<file path="src/rtl/ula_control_mc.sv">
// ALU/MDU control for the RV32IM EX stage: decodes the ALU select code
// and sequences multi-cycle multiply/divide ops, stalling until done.
module ula_control_mc #(
  parameter int SEL_W    = 5,
  parameter int ENABLE_M = 1,
  parameter int MUL_LAT  = 3,
  parameter int DIV_LAT  = 34,
  parameter int CNT_W    = 6
) (
  input  logic             clk,
  input  logic             reset,
  input  logic             flush,
  input  logic             valid_in,
  input  logic [9:0]       inst,
  input  logic [2:0]       ula_op,
  output logic [SEL_W-1:0] ula_select,
  output logic             illegal,
  output logic             mdu_start,
  output logic             mdu_is_div,
  output logic             stall,
  output logic             mdu_done,
  output logic             busy
);

  typedef enum logic [1:0] {
    IDLE = 2'd0,
    BUSY = 2'd1,
    DONE = 2'd2
  } state_t;

  localparam logic [SEL_W-1:0] C_ADD   = SEL_W'(1);
  localparam logic [SEL_W-1:0] C_SUB   = SEL_W'(2);
  localparam logic [SEL_W-1:0] C_SLL   = SEL_W'(3);
  localparam logic [SEL_W-1:0] C_SLT   = SEL_W'(4);
  localparam logic [SEL_W-1:0] C_SLTU  = SEL_W'(5);
  localparam logic [SEL_W-1:0] C_SRL   = SEL_W'(6);
  localparam logic [SEL_W-1:0] C_SRA   = SEL_W'(7);
  localparam logic [SEL_W-1:0] C_XOR   = SEL_W'(8);
  localparam logic [SEL_W-1:0] C_OR    = SEL_W'(9);
  localparam logic [SEL_W-1:0] C_AND   = SEL_W'(10);
  localparam logic [SEL_W-1:0] C_LUI   = SEL_W'(11);
  localparam logic [SEL_W-1:0] C_AUIPC = SEL_W'(12);
  localparam logic [SEL_W-1:0] C_MUL   = SEL_W'(13);

  localparam logic [CNT_W-1:0] MUL_CNT = CNT_W'(MUL_LAT - 1);
  localparam logic [CNT_W-1:0] DIV_CNT = CNT_W'(DIV_LAT - 1);

  state_t           state_q, state_d;
  logic [SEL_W-1:0] sel_q, sel_d;
  logic             div_q, div_d;
  logic [CNT_W-1:0] cnt_q, cnt_d;

  logic [SEL_W-1:0] dec_sel;
  logic             dec_ill;
  logic             dec_m;
  logic             dec_div;
  logic             trig;
  logic             one_cyc;

  logic [6:0] f7;
  logic [2:0] f3;

  assign f7 = inst[9:3];
  assign f3 = inst[2:0];

  function automatic logic [SEL_W-1:0] base_op(input logic [2:0] f);
    logic [SEL_W-1:0] r;
    unique case (f)
      3'b000:  r = C_ADD;
      3'b001:  r = C_SLL;
      3'b010:  r = C_SLT;
      3'b011:  r = C_SLTU;
      3'b100:  r = C_XOR;
      3'b101:  r = C_SRL;
      3'b110:  r = C_OR;
      default: r = C_AND;
    endcase
    return r;
  endfunction

  always_comb begin
    dec_sel = '0;
    dec_ill = 1'b0;
    dec_m   = 1'b0;
    unique case (ula_op)
      3'b000: dec_sel = C_ADD;
      3'b001: begin
        unique case (f3[2:1])
          2'b10:   dec_sel = C_SLT;
          2'b11:   dec_sel = C_SLTU;
          default: dec_sel = C_SUB;
        endcase
      end
      3'b010: begin
        if (f7 == 7'b0000000) begin
          dec_sel = base_op(f3);
        end else if (f7 == 7'b0100000) begin
          if (f3 == 3'b000)      dec_sel = C_SUB;
          else if (f3 == 3'b101) dec_sel = C_SRA;
          else                   dec_ill = 1'b1;
        end else if (f7 == 7'b0000001 && ENABLE_M != 0) begin
          dec_m   = 1'b1;
          dec_sel = C_MUL + SEL_W'(f3);
        end else begin
          dec_ill = 1'b1;
        end
      end
      3'b011: begin
        unique case (f3)
          3'b001: begin
            if (f7 == 7'b0000000) dec_sel = C_SLL;
            else                  dec_ill = 1'b1;
          end
          3'b101: begin
            if (f7 == 7'b0000000)      dec_sel = C_SRL;
            else if (f7 == 7'b0100000) dec_sel = C_SRA;
            else                       dec_ill = 1'b1;
          end
          default: dec_sel = base_op(f3);
        endcase
      end
      3'b100:  dec_sel = C_LUI;
      3'b101:  dec_sel = C_AUIPC;
      default: dec_ill = 1'b1;
    endcase
  end

  assign dec_div = dec_m & f3[2];
  assign one_cyc = dec_div ? (DIV_LAT == 1) : (MUL_LAT == 1);
  assign trig    = valid_in & ~flush & ~reset & dec_m & (state_q == IDLE);

  always_comb begin
    state_d = state_q;
    sel_d   = sel_q;
    div_d   = div_q;
    cnt_d   = cnt_q;
    unique case (state_q)
      IDLE: begin
        if (trig) begin
          sel_d   = dec_sel;
          div_d   = dec_div;
          cnt_d   = dec_div ? DIV_CNT : MUL_CNT;
          state_d = one_cyc ? DONE : BUSY;
        end
      end
      BUSY: begin
        if (flush) begin
          state_d = IDLE;
          cnt_d   = '0;
        end else if (cnt_q == CNT_W'(1)) begin
          state_d = DONE;
          cnt_d   = '0;
        end else begin
          cnt_d = cnt_q - CNT_W'(1);
        end
      end
      DONE: begin
        state_d = IDLE;
        cnt_d   = '0;
      end
      default: begin
        state_d = IDLE;
        cnt_d   = '0;
      end
    endcase
  end

  always_ff @(posedge clk) begin
    if (reset) begin
      state_q <= IDLE;
      sel_q   <= '0;
      div_q   <= 1'b0;
      cnt_q   <= '0;
    end else begin
      state_q <= state_d;
      sel_q   <= sel_d;
      div_q   <= div_d;
      cnt_q   <= cnt_d;
    end
  end

  always_comb begin
    ula_select = '0;
    illegal    = 1'b0;
    stall      = 1'b0;
    mdu_start  = 1'b0;
    mdu_is_div = 1'b0;
    unique case (state_q)
      IDLE: begin
        ula_select = dec_sel;
        illegal    = valid_in & dec_ill;
        stall      = trig;
        mdu_start  = trig;
        mdu_is_div = trig & dec_div;
      end
      BUSY: begin
        ula_select = sel_q;
        stall      = ~flush;
        mdu_is_div = div_q;
      end
      DONE: begin
        ula_select = sel_q;
        mdu_is_div = div_q;
      end
      default: ;
    endcase
    // Reset wins over everything that could launch or hold the pipe.
    if (reset) begin
      ula_select = '0;
      illegal    = 1'b0;
      stall      = 1'b0;
      mdu_start  = 1'b0;
    end
  end

  assign mdu_done = (state_q == DONE) & ~flush & ~reset;
  assign busy     = (state_q != IDLE);

endmodule

</file>
<file path="config.mk">
export PLATFORM = sky130hd
export DESIGN_NAME = ula_control_mc
export DESIGN_NICKNAME = d
export VERILOG_FILES = /design/src/rtl/ula_control_mc.sv
export SDC_FILE = /design/constraint.sdc
export NUM_CORES = 1
export LEC_CHECK = 0
export ABC_CLOCK_PERIOD_IN_PS = 1900
export CORE_ASPECT_RATIO = 0.75
export CORE_MARGIN = 2
export CORE_UTILIZATION = 48
export DETAILED_ROUTE_END_ITERATION = 16
export HOLD_SLACK_MARGIN = 0.02
export PLACE_DENSITY = 0.88
export SLEW_MARGIN = 10
export SYNTH_ARGS = -nofsm -noshare
export SYNTH_HDL_FRONTEND = slang
export SYNTH_SLANG_ARGS = --single-unit
export TNS_END_PERCENT = 50
</file>
<file path="constraint.sdc">
create_clock -name clk -period 1.9 [get_ports clk]
set_input_delay 0.285 -clock clk [delete_from_list [all_inputs] [get_ports clk]]
set_output_delay 0.285 -clock clk [all_outputs]
set_load 0.02 [all_outputs]
</file>
* Yosys cells after proc, flatten, opt, wreduce, memory -nomap -nowiden
Cells that the tools add are included.
Storage, ports and cells: latch bits 0, output and inout port bits 11, bits in writable memories 0, input bits 17, memories kept 0, register bits after elaboration 14, bits in read-only memories 0
Cells by class: order comparisons 0, mux-type cells 45, shift-type cells 0, add/subtract/negate cells 2, bitwise operators 11, reductions and logical operators 9, multipliers 0, eq/ne operators 20, div/mod/pow operators 0
Operator list (count):
- 5-bit case mux with 6 select lines | 1
- 4-bit case mux with 7 select lines | 1
- 6-bit two-way mux | 4
- 5-bit two-way mux | 4
- 4-bit case mux with 5 select lines | 1
- 5-bit case mux with 2 select lines | 2
- 1-bit two-way mux | 17
- 3-bit == test, second input constant | 5
- 3-bit by 2-bit == test with 1-bit output, second input constant | 4
- 3-bit two-way mux | 4
- 6-bit case mux with 2 select lines | 1
- 1-bit bitwise AND | 9
- 2-bit two-way mux | 4
- 7-bit by 1-bit == test with 1-bit output, second input constant | 1
- 7-bit by 6-bit == test with 1-bit output, second input constant | 1
- 7-bit zero test | 1
- 2-bit == test, second input constant | 3
- 3-bit by 1-bit == test with 1-bit output, second input constant | 2
- 6-bit by 1-bit == test with 1-bit output, second input constant | 1
- 3-bit zero test | 2
- 1-bit case mux with 2 select lines | 3
- 3-bit case mux with 2 select lines | 1
- 6-bit by 1-bit subtractor with 6-bit output, second input constant | 1
- 4-bit by 3-bit adder with 5-bit output, first input constant | 1
- 11 further kinds | 13

* Longest topological paths before layout
Gate-level depths: netlist (run 1).
depth after elaboration 9, depth in mapped cells 8, depth with buffers taken out 7

* Worst setup path before layout (run 1)
OpenSTA, ideal clock, no wires.
kind input port to output port, from input port inst[0], to output port ula_select[3], setup slack -0.189 ns, stages on the path 7, data arrival time 1.804 ns, path buffers 0, required time 1.615 ns, cell sequence inv_1 > ha_1 > or3_1 > a211o_1 > a21oi_2 > o21ai_2 > o22ai_1
On the way: cells in the longest elaborated chain, start to end 7, elaborated cells on any way between the ends 17, classes of those cells add/sub: 1; eq/ne: 6; mux: 9; reduce/logical: 1
Ends and longest elaborated chain:
- from (decl) | RTL line 14 | input logic [9:0] inst,
- 4-bit by 3-bit adder with 5-bit output | RTL line 103 | dec_sel = C_MUL + SEL_W'(f3);
- 5-bit two-way mux | RTL line 101 | end else if (f7 == 7'b0000001 && ENABLE_M != 0) begin
- 5-bit two-way mux | RTL line 97 | end else if (f7 == 7'b0100000) begin
- 5-bit two-way mux | RTL line 95 | if (f7 == 7'b0000000) begin
- 5-bit case mux with 6 select lines * | RTL line 85 | unique case (ula_op)
- 5-bit case mux with 2 select lines * | RTL line 188 | unique case (state_q)
- 5-bit two-way mux * | RTL line 208 | if (reset) begin
- to (decl) | RTL line 16 | output logic [SEL_W-1:0] ula_select,
Every way passes the cells marked *; elsewhere a longest branch is shown, timed or not.

* Worst setup path after layout (run 1)
from input port inst[1], to output port ula_select[1]
On the way: cells in the longest elaborated chain, start to end 8, elaborated cells on any way between the ends 22, classes of those cells add/sub: 1; eq/ne: 8; mux: 12; reduce/logical: 1
Ends and longest elaborated chain (RTL line):
- parallel branches: the longest is 5 deep, another holds 4-bit by 3-bit adder with 5-bit output
- 5-bit case mux with 6 select lines * | 85
- 5-bit case mux with 2 select lines * | 188
- 5-bit two-way mux * | 208
Every way passes the cells marked *.

==> results of run 1 <==
==> timing repair <==
| action | CTS | global route |
|---|---|---|
| endpoints found under the setup margin | 15 | 12 |
| hold buffers | 0 | 0 |
| gates cloned | 1 | 0 |
| resized for setup | 107 | 50 |
| pin swaps | 26 | 29 |
| hold endpoints to repair | 0 | 0 |
| setup buffers | 12 | 7 |
==> area by class of cell <==
type	count	area [sq um]	area share, %
clock buffer	4	55.1	2.02
inverter	15	71.3	2.62
multi-input combinational	162	1390	51.2
sequential	14	282	10.3
tap	38	47.5	1.75
timing repair buffer	105	872	32.0
==> worst min-delay path by stage <==
stage / startpoint / slack, ps / end
floorplan: flush / 400 / cnt_q[1]$_SDFFE_PP0P_
global route: sel_q[0]$_SDFFE_PP0P_ / 490 / sel_q[0]$_SDFFE_PP0P_
finish: sel_q[4]$_SDFFE_PP0P_ / 470 / sel_q[4]$_SDFFE_PP0P_
global placement: sel_q[4]$_SDFFE_PP0P_ / 440 / sel_q[4]$_SDFFE_PP0P_
detailed placement: sel_q[4]$_SDFFE_PP0P_ / 450 / sel_q[4]$_SDFFE_PP0P_
CTS: sel_q[4]$_SDFFE_PP0P_ / 460 / sel_q[4]$_SDFFE_PP0P_
==> power groups by stage <==
stage | logic [mW] | clock network, mW | registers, mW
2_1_floorplan | 0.138 | 0 | 0.301
3_3_place_gp | 0.274 | 0 | 0.301
3_5_place_dp | 0.282 | 0 | 0.301
4_1_cts | 0.328 | 0.302 | 0.294
5_1_grt | 0.429 | 0.321 | 0.294
6_report | 0.420 | 0.304 | 0.295
==> stage by stage <==
step / cell area, sq um / setup slack [ps]
CTS: 2520 / -218
global route: 2720 / -433
global placement: 2250 / -1100
detailed placement: 2250 / -1170
floorplan: 1580 / -38.8
finish: 2720 / -407
==> cells in the final DEF, fill, tap and decap left out, types with 3 or more instances in the layout <==
| cell type | n |
|---|---|
| sky130_fd_sc_hd__a21oi_1 | 17 |
| sky130_fd_sc_hd__ha_1 | 5 |
| sky130_fd_sc_hd__o21ai_1 | 3 |
| sky130_fd_sc_hd__ha_4 | 6 |
| sky130_fd_sc_hd__clkdlybuf4s15_1 | 3 |
| sky130_fd_sc_hd__o31ai_1 | 3 |
| sky130_fd_sc_hd__nor3_1 | 4 |
| sky130_fd_sc_hd__nor2_1 | 10 |
| sky130_fd_sc_hd__nand2_1 | 16 |
| sky130_fd_sc_hd__clkbuf_8 | 4 |
| sky130_fd_sc_hd__buf_6 | 13 |
| sky130_fd_sc_hd__or2_2 | 3 |
| sky130_fd_sc_hd__inv_1 | 10 |
| sky130_fd_sc_hd__nand4_1 | 5 |
| sky130_fd_sc_hd__dfxtp_1 | 13 |
| sky130_fd_sc_hd__nand2b_1 | 3 |
| sky130_fd_sc_hd__nand2_2 | 3 |
| sky130_fd_sc_hd__a31oi_1 | 4 |
| sky130_fd_sc_hd__o21ai_0 | 5 |
| sky130_fd_sc_hd__o21ai_2 | 4 |
| sky130_fd_sc_hd__clkbuf_2 | 4 |
| sky130_fd_sc_hd__a21oi_2 | 5 |
| sky130_fd_sc_hd__buf_4 | 72 |
| sky130_fd_sc_hd__dlygate4sd2_1 | 6 |
| sky130_fd_sc_hd__a211oi_1 | 5 |
| sky130_fd_sc_hd__nand3_1 | 3 |
| sky130_fd_sc_hd__o211ai_1 | 4 |
| sky130_fd_sc_hd__nand2b_4 | 3 |
==> worst min-delay path, cell delays in order (launching register included) <==
cell	delay (ps)
sky130_fd_sc_hd__dfxtp_1	310
sky130_fd_sc_hd__nand2_1	60
sky130_fd_sc_hd__a21oi_1	50
==> metal layers <==
metal / global-route usage [%] / vias up / routed length, um
met4: 16.3 / 0 / 836
met3: 12.0 / 119 / 1210
met5: 0 / - / 0
li1: - / 949 / -
met1: 47.2 / 1060 / 3080
met2: 63.7 / 282 / 3490
==> cell families after synthesis <==
family	after synthesis	synth area share (%)
adders and majority gates	11	8.83
muxes	1	0.642
and+or+nand+nor	76	29.6
DFF	14	18.0
AOI/OAI and AO/OA	74	33.3
buffers and inverters	25	9.63
==> flip-flops by register name (all words and copies together), names as in the netlist <==
| signal | cells |
|---|---|
| cnt_q | 6 |
| sel_q | 5 |
| state_q | 2 |
| div_q | 1 |
==> flow_summary.rst, run 1 <==
.. list-table::
   :header-rows: 1

   * - Metric
     - Value
   * - Mapped Nets
     - 229
   * - # setup viols final
     - 14
   * - Mapped Cells
     - between 200 and 250
   * - Row Count
     - 17
   * - Worst slew margin
     - 71.6%
   * - Final total power
     - approximately 1 mW
   * - Clock H-tree levels
     - 1
   * - Top-count cell post-synth
     - sky130_fd_sc_hd__a21oi_1
   * - Highest Clock Rate
     - 433 MHz
   * - Max incr delay on CP
     - approximately 310 ps
   * - Average detailed-routed wire length per instance
     - approximately 25 um
   * - Startpoint of the most critical register-to-register path
     - state_q[1]$_SDFFE_PP0P_
   * - Vert. Die Dim
     - roughly 53 um
   * - Area share of the leading cell type in the synthesized netlist
     - between 10% and 20%
   * - IO Pins
     - 28
   * - Cell with the most instances on the worst path
     - sky130_fd_sc_hd__buf_8
   * - Clk sinks
     - 14
   * - Die Footprint
     - roughly 3700 sq um
   * - Layout overhead on the synthesized area
     - 74.6%
   * - Fraction of power spent switching nets
     - between 30 and 40%
   * - Register share of total power
     - 28.9%
   * - Routed Antenna Nets
     - 0
   * - Net load switching power
     - roughly 0.34 mW
   * - Horizontal die dimension
     - roughly 70 um
   * - Number of filler instances in the final layout
     - approximately 110
   * - Global-route usage over all layers
     - between 30% and 40%
   * - Maximum fanout encountered on the critical timing path
     - 5
   * - Clock tree buffer depth
     - 2
   * - Largest net degree at the start of global routing
     - 10
   * - Final cell count without fillers
     - about 340
   * - Violations in the final reports
     - negative setup slack
   * - Final Hold Vio Count
     - 0
   * - Utilization after layout
     - between 90% and 100%
   * - Clock root buffer master
     - sky130_fd_sc_hd__clkbuf_8
   * - Placer congestion estimate
     - 1.06
   * - Stages on worst setup path
     - 10
   * - Most used flip-flop cell after synthesis
     - sky130_fd_sc_hd__dfxtp_1
   * - Result of the run
     - complete, but fails checks
   * - Power density over the cells
     - about 370 nW/um^2
   * - First-pass GRT wire length
     - 11000 um
   * - Placeable Area
     - roughly 3000 sq um
   * - Post-DP HPWL
     - roughly 3900 um
   * - Clock Skews
     - 5.29 ps
   * - Post-route setup TNS
     - -1990 ps
   * - Startpoint type of the worst setup path
     - input port
   * - Seq cells post-synth
     - 14
   * - Initial antenna violation count
     - 0
   * - Clock tree from TritonCTS
     - done
   * - Final worst-path cycle share
     - 121%
   * - Synth area leaders
     - sky130_fd_sc_hd__dfxtp_1 18%, sky130_fd_sc_hd__ha_1 8.8%, sky130_fd_sc_hd__a21oi_1 6.7%, sky130_fd_sc_hd__nand2_1 4.6%, sky130_fd_sc_hd__o21ai_0 3.5%
   * - Post-synthesis instance area
     - ~1600 sq um
   * - Total clock buffers created by CTS
     - 3
   * - Top cell type by total area after synthesis
     - sky130_fd_sc_hd__dfxtp_1
   * - Transition time at the pin with the least slew margin
     - 423 ps
   * - Vias after detailed routing
     - 2410
   * - Synth unique cells
     - just under 60
   * - Port-buffer cells
     - 27
   * - Worst r2r path cells
     - 9
   * - Detail-routed via count per cell
     - ~7.1
   * - Antenna diode count
     - 0
   * - Worst path slowest cell
     - sky130_fd_sc_hd__a311oi_4
   * - Combinational group share of total power
     - ~40%
   * - Smallest hold slack
     - 467 ps
   * - Clk_lat worst skew
     - roughly 260 ps
   * - Final #Nets
     - about 330
   * - Clock input transition at the sequential cells of the worst setup and hold paths
     - about 60 ps
   * - Flop2flop setup slack
     - -40 ps
   * - Combined buffer and inverter count along the critical path
     - 4
   * - First DRT Iteration DRCs
     - between 300 and 400
   * - End of the worst register-to-register path
     - cnt_q[4]$_SDFFE_PP0P_
   * - Final worst path period need
     - 2310 ps
   * - Endpoint kind of the worst setup timing path
     - primary output
   * - Cell-internal power
     - about 0.68 mW
   * - First-pass detailed-route iteration total
     - 5
   * - Post-route DRC violation count
     - 0
   * - Worst setup path class
     - in -> out
   * - EDFF count, synth
     - 0
   * - Worst Setup SP
     - inst[1]
   * - Seq/Total Area, Yosys
     - between 10% and 20%
   * - Hold WC Path Type
     - reg -> reg
   * - Number of pins with negative max-slew slack in the final report
     - 0
   * - Portion of total power attributed to the clock network
     - between 20% and 30%
   * - Worst vdd ir
     - between 0.4 and 0.5 mV
   * - Critical path arrival
     - 2020 ps
   * - Via count of the first global-routing pass
     - 2100
   * - Number of warning messages in the yosys log
     - 0
   * - Fraction of layout cells with a size suffix above 1
     - 53.0%
   * - Leading post-synthesis cells by instance count
     - 21 x sky130_fd_sc_hd__a21oi_1, 19 x sky130_fd_sc_hd__nand2_1, 14 x sky130_fd_sc_hd__dfxtp_1, 14 x sky130_fd_sc_hd__inv_1, 12 x sky130_fd_sc_hd__nor2_1
   * - Mean Syn Cell Area
     - between 7 and 8 sq um
   * - Overflow left after global routing
     - 0
   * - Effective utilization at floorplan
     - between 50% and 60%
   * - Data required time of the worst path
     - 1620 ps
   * - Leakage dissipation
     - between 1 and 1.5 nW
   * - Number of max-cap violations
     - 0
   * - Worst setup slack after layout
     - -407 ps
   * - Cell Count Post-Placement
     - 314
   * - Unrepaired setup endpoints after global routing
     - true
   * - Fraction of registers with async set/reset
     - 0%
   * - Number of cells on the worst hold path
     - 2
   * - Final WL
     - 8610 um
   * - Crit path capture
     - ula_select[1]
   * - Cell-by-cell trace of the critical path
     - buf_8, clkinvlp_4, ha_4, buf_8, nor2_4, a21oi_2, o41ai_2, a22oi_2, a311oi_4, buf_6
   * - Worst path top cell family by delay
     - compound AO/OA/AOI/OAI gates
No activity file was read; power rests on OpenSTA's default activity.
==> inputs of run 2 (changes only) <==
--- a/config.mk
+++ b/config.mk
@@ -5,13 +5,13 @@
 export SDC_FILE = /design/constraint.sdc
 export NUM_CORES = 1
 export LEC_CHECK = 0
-export ABC_CLOCK_PERIOD_IN_PS = 1900
+export ABC_CLOCK_PERIOD_IN_PS = 2650
 export CORE_ASPECT_RATIO = 0.75
 export CORE_MARGIN = 2
-export CORE_UTILIZATION = 48
+export CORE_UTILIZATION = 53
 export DETAILED_ROUTE_END_ITERATION = 16
-export HOLD_SLACK_MARGIN = 0.02
-export PLACE_DENSITY = 0.88
+export HOLD_SLACK_MARGIN = 0.03
+export PLACE_DENSITY = 0.91
 export SLEW_MARGIN = 10
 export SYNTH_ARGS = -nofsm -noshare
 export SYNTH_HDL_FRONTEND = slang
==> constraint.sdc (replaced) <==
create_clock -name clk -period 2.65 [get_ports clk]
set_input_delay 0.3975 -clock clk [delete_from_list [all_inputs] [get_ports clk]]
set_output_delay 0.3975 -clock clk [all_outputs]
set_load 0.02 [all_outputs]
==> run 2 against run 1 <==
  * The run now ends clean
  * Routed wire length shrank 36%
  * Total power shrank 38%
  * Worst setup slack gained 440 ps
  * Via count shrank 20%
  * Clock skew shrank 1.9 ps
  * Largest cell class unchanged
==> flow_summary.rst, run 2 (synthesized netlist as in run 1, its figures left out) <==
.. list-table::
   :header-rows: 1

   * - Metric
     - Value
   * - Registers with the most flip-flops
     - cnt_q: 6 flops, sel_q: 5 flops, state_q: 2 flops
   * - Result of the run
     - completed
   * - Antenna diode count
     - 0 (unchanged)
   * - Worst vdd ir
     - 0.202 mV (-50%)
   * - Footprint of the multi-input gates
     - 1170 sq um (-16%)
   * - Clk_lat worst skew
     - 250 ps (about the same)
   * - Layout overhead on the synthesized area
     - 39.0%
   * - Vias after detailed routing
     - 1939 (-20%)
   * - Final total power
     - 0.629 mW (-38%)
   * - Placer congestion estimate
     - 1.02 (-3.7%)
   * - # setup viols final
     - 0 (-14)
   * - Final #Nets
     - 293 (-11%)
   * - Worst slew margin
     - 63.1% (-8.5 points)
   * - Fraction of layout cells with a size suffix above 1
     - 31.1% (-22 points)
   * - Clk sinks
     - 14 (unchanged)
   * - Startpoint of the most critical register-to-register path
     - state_q[1]$_SDFFE_PP0P_
   * - Post-DP HPWL
     - 3790 um (-3.6%)
   * - Final Hold Vio Count
     - 0 (unchanged)
   * - Data required time of the worst path
     - 2250 ps (+630 ps)
   * - Row Count
     - 17 (unchanged)
   * - Detail-routed via count per cell
     - 6.42 (-10%)
   * - First-pass detailed-route iteration total
     - 7 (+2)
   * - Final WL
     - 5540 um (-36%)
   * - Largest register FFs
     - 6 (unchanged)
   * - Die Footprint
     - 3400 sq um (-8.8%)
   * - Largest net degree at the start of global routing
     - 12 (+2)
   * - Endpoint kind of the worst setup timing path
     - primary output
   * - Final worst-path cycle share
     - between 90% and 100%
   * - Overflow left after global routing
     - 0 (unchanged)
   * - Cell-internal power
     - 0.441 mW (-35%)
   * - First DRT Iteration DRCs
     - 266 (-31%)
   * - Power density over the cells
     - 290 nW/um^2 (-22%)
   * - Cell Count Post-Placement
     - 298 (-5.1%)
   * - Final worst path period need
     - roughly 2600 ps
   * - Crit path capture
     - ula_select[1]
   * - Routed Antenna Nets
     - 0 (unchanged)
   * - Leakage dissipation
     - 0.868 nW (-23%)
   * - Average detailed-routed wire length per instance
     - 18.3 um (-28%)
   * - Total cell area at the placement stage
     - 2100 sq um (-6.4%)
   * - Clock tree buffer depth
     - 2 (unchanged)
   * - Via count of the first global-routing pass
     - 1759 (-16%)
   * - Clock H-tree levels
     - 1 (unchanged)
   * - Post-layout instance area
     - 2170 sq um (-20%)
   * - Number of filler instances in the final layout
     - 205 (+81%)
   * - Horizontal die dimension
     - 66.6 um (-4.6%)
   * - Net load switching power
     - 0.188 mW (-44%)
   * - Maximum fanout encountered on the critical timing path
     - 5 (unchanged)
   * - Portion of total power attributed to the clock network
     - 34.4% (+4.5 points)
   * - Unrepaired setup endpoints after global routing
     - true
   * - Clock Skews
     - 3.36 ps (-1.93 ps)
   * - Flop2flop setup slack
     - 930 ps (+970 ps)
   * - Clock root buffer master
     - sky130_fd_sc_hd__clkbuf_8
   * - Number of pins with negative max-slew slack in the final report
     - 0 (unchanged)
   * - Initial antenna violation count
     - 0 (unchanged)
   * - Total clock buffers created by CTS
     - 3 (unchanged)
   * - Clock tree from TritonCTS
     - done
   * - Startpoint type of the worst setup path
     - input port
   * - Transition time at the pin with the least slew margin
     - 549 ps (+125 ps)
   * - Cell with the most instances on the worst path
     - sky130_fd_sc_hd__buf_4
   * - Register share of total power
     - 33.6% (+4.7 points)
   * - End of the worst register-to-register path
     - state_q[0]$_SDFFE_PP0P_
   * - Vert. Die Dim
     - 51.0 um (-4.5%)
   * - Worst path slowest cell
     - sky130_fd_sc_hd__clkdlybuf4s50_1
   * - Port-buffer cells
     - 27 (unchanged)
   * - Post-route DRC violation count
     - 0 (unchanged)
   * - Post-route setup TNS
     - 0 ps (+1990 ps)
   * - IO Pins
     - 28 (unchanged)
   * - # Post-CTS Setup Buffers
     - 0 (-12)
   * - Most frequent cells in the layout
     - 44 x sky130_fd_sc_hd__buf_4, 21 x sky130_fd_sc_hd__a21oi_1, 19 x sky130_fd_sc_hd__nand2_1
   * - Clock input transition at the sequential cells of the worst setup and hold paths
     - 60 ps (about the same)
   * - Final cell count without fillers
     - 302 (-11%)
   * - Max incr delay on CP
     - 600 ps (+290 ps)
   * - Register Area
     - 280 sq um (-0.44%)
   * - First-pass GRT wire length
     - 8200 um (-25%)
   * - Fraction of power spent switching nets
     - 29.9% (-3.0 points)
   * - Combinational group share of total power
     - 32.0% (-9.2 points)
   * - Critical path arrival
     - 2220 ps (+200 ps)
   * - Highest Clock Rate
     - about 380 MHz
   * - Commonest non-fill, non-tap cell in the layout
     - sky130_fd_sc_hd__buf_4
   * - Effective utilization at floorplan
     - 54.3% (+2.7 points)
   * - Cell-by-cell trace of the critical path
     - clkdlybuf4s50_1, inv_1, buf_4, a211oi_1, nand2_1, a311oi_2, buf_4
   * - Global-route usage over all layers
     - 31.2% (-7.4 points)
   * - Placeable Area
     - 2870 sq um (-4.9%)
   * - Hold WC Path Type
     - reg -> reg
   * - Worst setup path class
     - in -> out
   * - Number of max-cap violations
     - 0 (unchanged)
   * - Worst Setup SP
     - ula_op[0]
   * - Reg with most FFs
     - cnt_q
   * - Worst r2r path cells
     - 6 (-3)
## run 2: area by class of cell
| class | count | area share [%] |
|---|---|---|
| multi-input combinational | 162 | 54.0 |
| timing repair buffer | 69 | 25.5 |
| tap | 38 | 2.19 |
| clock buffer | 4 | 2.54 |
| inverter | 15 | 2.83 |
| sequential | 14 | 12.9 |
## run 2: power groups by stage
stage / combinational [mW] / sequential [mW] / clock (mW)
after floorplan: 0.0954 / 0.216 / 0
after global placement: 0.182 / 0.216 / 0
after detailed placement: 0.187 / 0.216 / 0
after CTS: 0.189 / 0.211 / 0.216
after global routing: 0.214 / 0.211 / 0.231
final: 0.201 / 0.211 / 0.217
## run 2: through the flow
stage	worst slack, ps	util (%)	hold WS (ps)
finish	34.1	75.5	460
global route	-30.4	75.5	487
CTS	23.0	75.3	456
detailed placement	-606	73.2	447
global placement	-525	73.2	441
floorplan	336	-	430
## run 2: worst min path at each step
| stage | depth (start not counted) | end | startpoint | slack [ps] |
|---|---|---|---|---|
| 2_1_floorplan | 2 | sel_q[4]$_SDFFE_PP0P_ | sel_q[4]$_SDFFE_PP0P_ | 430 |
| 3_3_place_gp | 2 | sel_q[4]$_SDFFE_PP0P_ | sel_q[4]$_SDFFE_PP0P_ | 440 |
| 3_5_place_dp | 2 | div_q$_SDFFE_PP0P_ | div_q$_SDFFE_PP0P_ | 450 |
| 4_1_cts | 2 | div_q$_SDFFE_PP0P_ | div_q$_SDFFE_PP0P_ | 460 |
| 5_1_grt | 2 | sel_q[4]$_SDFFE_PP0P_ | sel_q[4]$_SDFFE_PP0P_ | 490 |
| 6_report | 2 | sel_q[4]$_SDFFE_PP0P_ | sel_q[4]$_SDFFE_PP0P_ | 460 |
## run 2: layer usage
metal	part of all wire, %	wire, um	vias up	GRT usage, %
met3	12	667	41	6.39
met5	0	0	-	0
met4	5.0	279	0	8.16
met1	40	2200	865	42.3
met2	43	2390	160	50.7
li1	-	-	873	-
## run 2: what timing repair did
action,in CTS,in global routing
hold endpoints to repair,0,0
pin swaps,4,1
gates resized for setup,29,9
hold buffers,0,0
endpoints found under the setup margin,9,5
## run 2: critical path: cells and delay by family
family          cells  cell delay, ps
buf+inv             4            1080
compound gates      2             610
simple gates        1             120
==> RTL change: new RTL, flow settings as in run 1 <==
The parameter `SEL_W` goes from 5 to 4.
--- a/src/rtl/ula_control_mc.sv
+++ b/src/rtl/ula_control_mc.sv
@@ -1,7 +1,7 @@
 // ALU/MDU control for the RV32IM EX stage: decodes the ALU select code
 // and sequences multi-cycle multiply/divide ops, stalling until done.
 module ula_control_mc #(
-  parameter int SEL_W    = 5,
+  parameter int SEL_W    = 4,
   parameter int ENABLE_M = 1,
   parameter int MUL_LAT  = 3,
   parameter int DIV_LAT  = 34,
Interface: changed (resized ula_select); port bits go from 28 to 27. No check against the original RTL was run, so the function may have changed too.
==> RTL change against run 1 <==
The run still ends with negative setup slack left; total power is 12% lower; synthesized cell count is the same; worst hold slack improved by 0.031 ns; wire length decreased by 3.0%; critical path depth shrank 2; sequential cell count shrank 1; count of clock-buffer cells in the layout stayed put; final area down 2.5%; worst setup slack better by 0.15 ns; synthesized area fell by 7.9%; combinational power shrank 13%; critical endpoint is now ula_select[0].
==> RTL change: results (changes against run 1) <==
- Non-clk buf share: 30.1% (-1.9 points)
- Reg power frac: 30.5% (+1.6 points)
- Clk pwr: 259 uW (-15%)
- Switching part of the total: 34.7% (+1.8 points)
- Seq/Total Area, Yosys: 18.1% (+0.16 points)
- Count of port buffers added during placement: 26 (-3.7%)
- Pin count of the biggest net entering global routing: 13 (+3)
- Total of plain and repair buffers excluding clock buffers: 97 (-7.6%)
- Aggregate negative setup slack: -1.06 ns (+0.927 ns)
- Final routed wirelength across all metal layers: 8360 um (-3.0%)
- FILL cells: 99 (-12%)
- Global router's overall resource usage: 45.7% (+7.1 points)
- Top post-synthesis cells by count: sky130_fd_sc_hd__a21oi_1 (18), sky130_fd_sc_hd__nor2_1 (18), sky130_fd_sc_hd__nand2_1 (17)
- Outcome: finished with violations
- HPWL reported at the end of detailed placement: 3890 um (-0.95%)
- IR drop worst, VDD: 0.000291 V (-28%)
- NumNets Final: 321 (-2.4%)
- Slowest-stage cell, CP: sky130_fd_sc_hd__nor2_1
- Mux share of post-synthesis cell area: 1.48% (+0.84 points)
- Synthesized-area fraction occupied by adder cells: 8.72% (-0.11 points)
- Number of nets in the synthesized netlist: 228 (-0.44%)
- Vias in the first global route: 2234 (+6.4%)
- Violated checks: negative setup slack
- Via count normalized by instance count: 7.02 (-1.5%)
- Critical path's largest stage delay: 0.34 ns (+0.03 ns)
- Final setup violation count: 7 (-7)
- Overall power consumption: 897 uW (-12%)
- Worst Setup Slack, final: -0.255 ns (+0.152 ns)
- Clock Network Area Fraction: 1.70% (-0.33 points)
- Share of the synthesized area in the top cell type: 18.1% (+0.16 points)
[RTL change: layer usage]
metal | global-route usage (%) | vias to the layer above | share of wire, %
met2 | 67.3 | 260 | 42
met1 | 55.5 | 1037 | 35
met5 | 0 | - | 0.41
met4 | 28.2 | 2 | 8.5
li1 | - | 927 | -
met3 | 17.8 | 98 | 15
[RTL change: critical path: cells and delay by family]
family | cells | cell delay, ns
AND/OR/NAND/NOR | 1 | 0.34
buffers and inverters | 3 | 0.41
AO/OA/AOI/OAI | 4 | 0.83
[RTL change: repair_timing]
| item | CTS | global route |
|---|---|---|
| pin swaps | 26 | 16 |
| endpoints found under the setup margin | 20 | 14 |
| gates resized for setup | 154 | 34 |
| cloned | 1 | 0 |
| setup buffers | 15 | 2 |
[RTL change: worst paths after layout]
path | start | to | slack [ns] | cells past startpoint
worst min register to register | div_q | div_q | 0.50 | 2
worst max register to register | state_q[1] | cnt_q[2] | 0.03 | 9
worst max-delay path | inst[0] | ula_select[0] | -0.26 | 8
worst min-delay path | div_q | div_q | 0.50 | 2
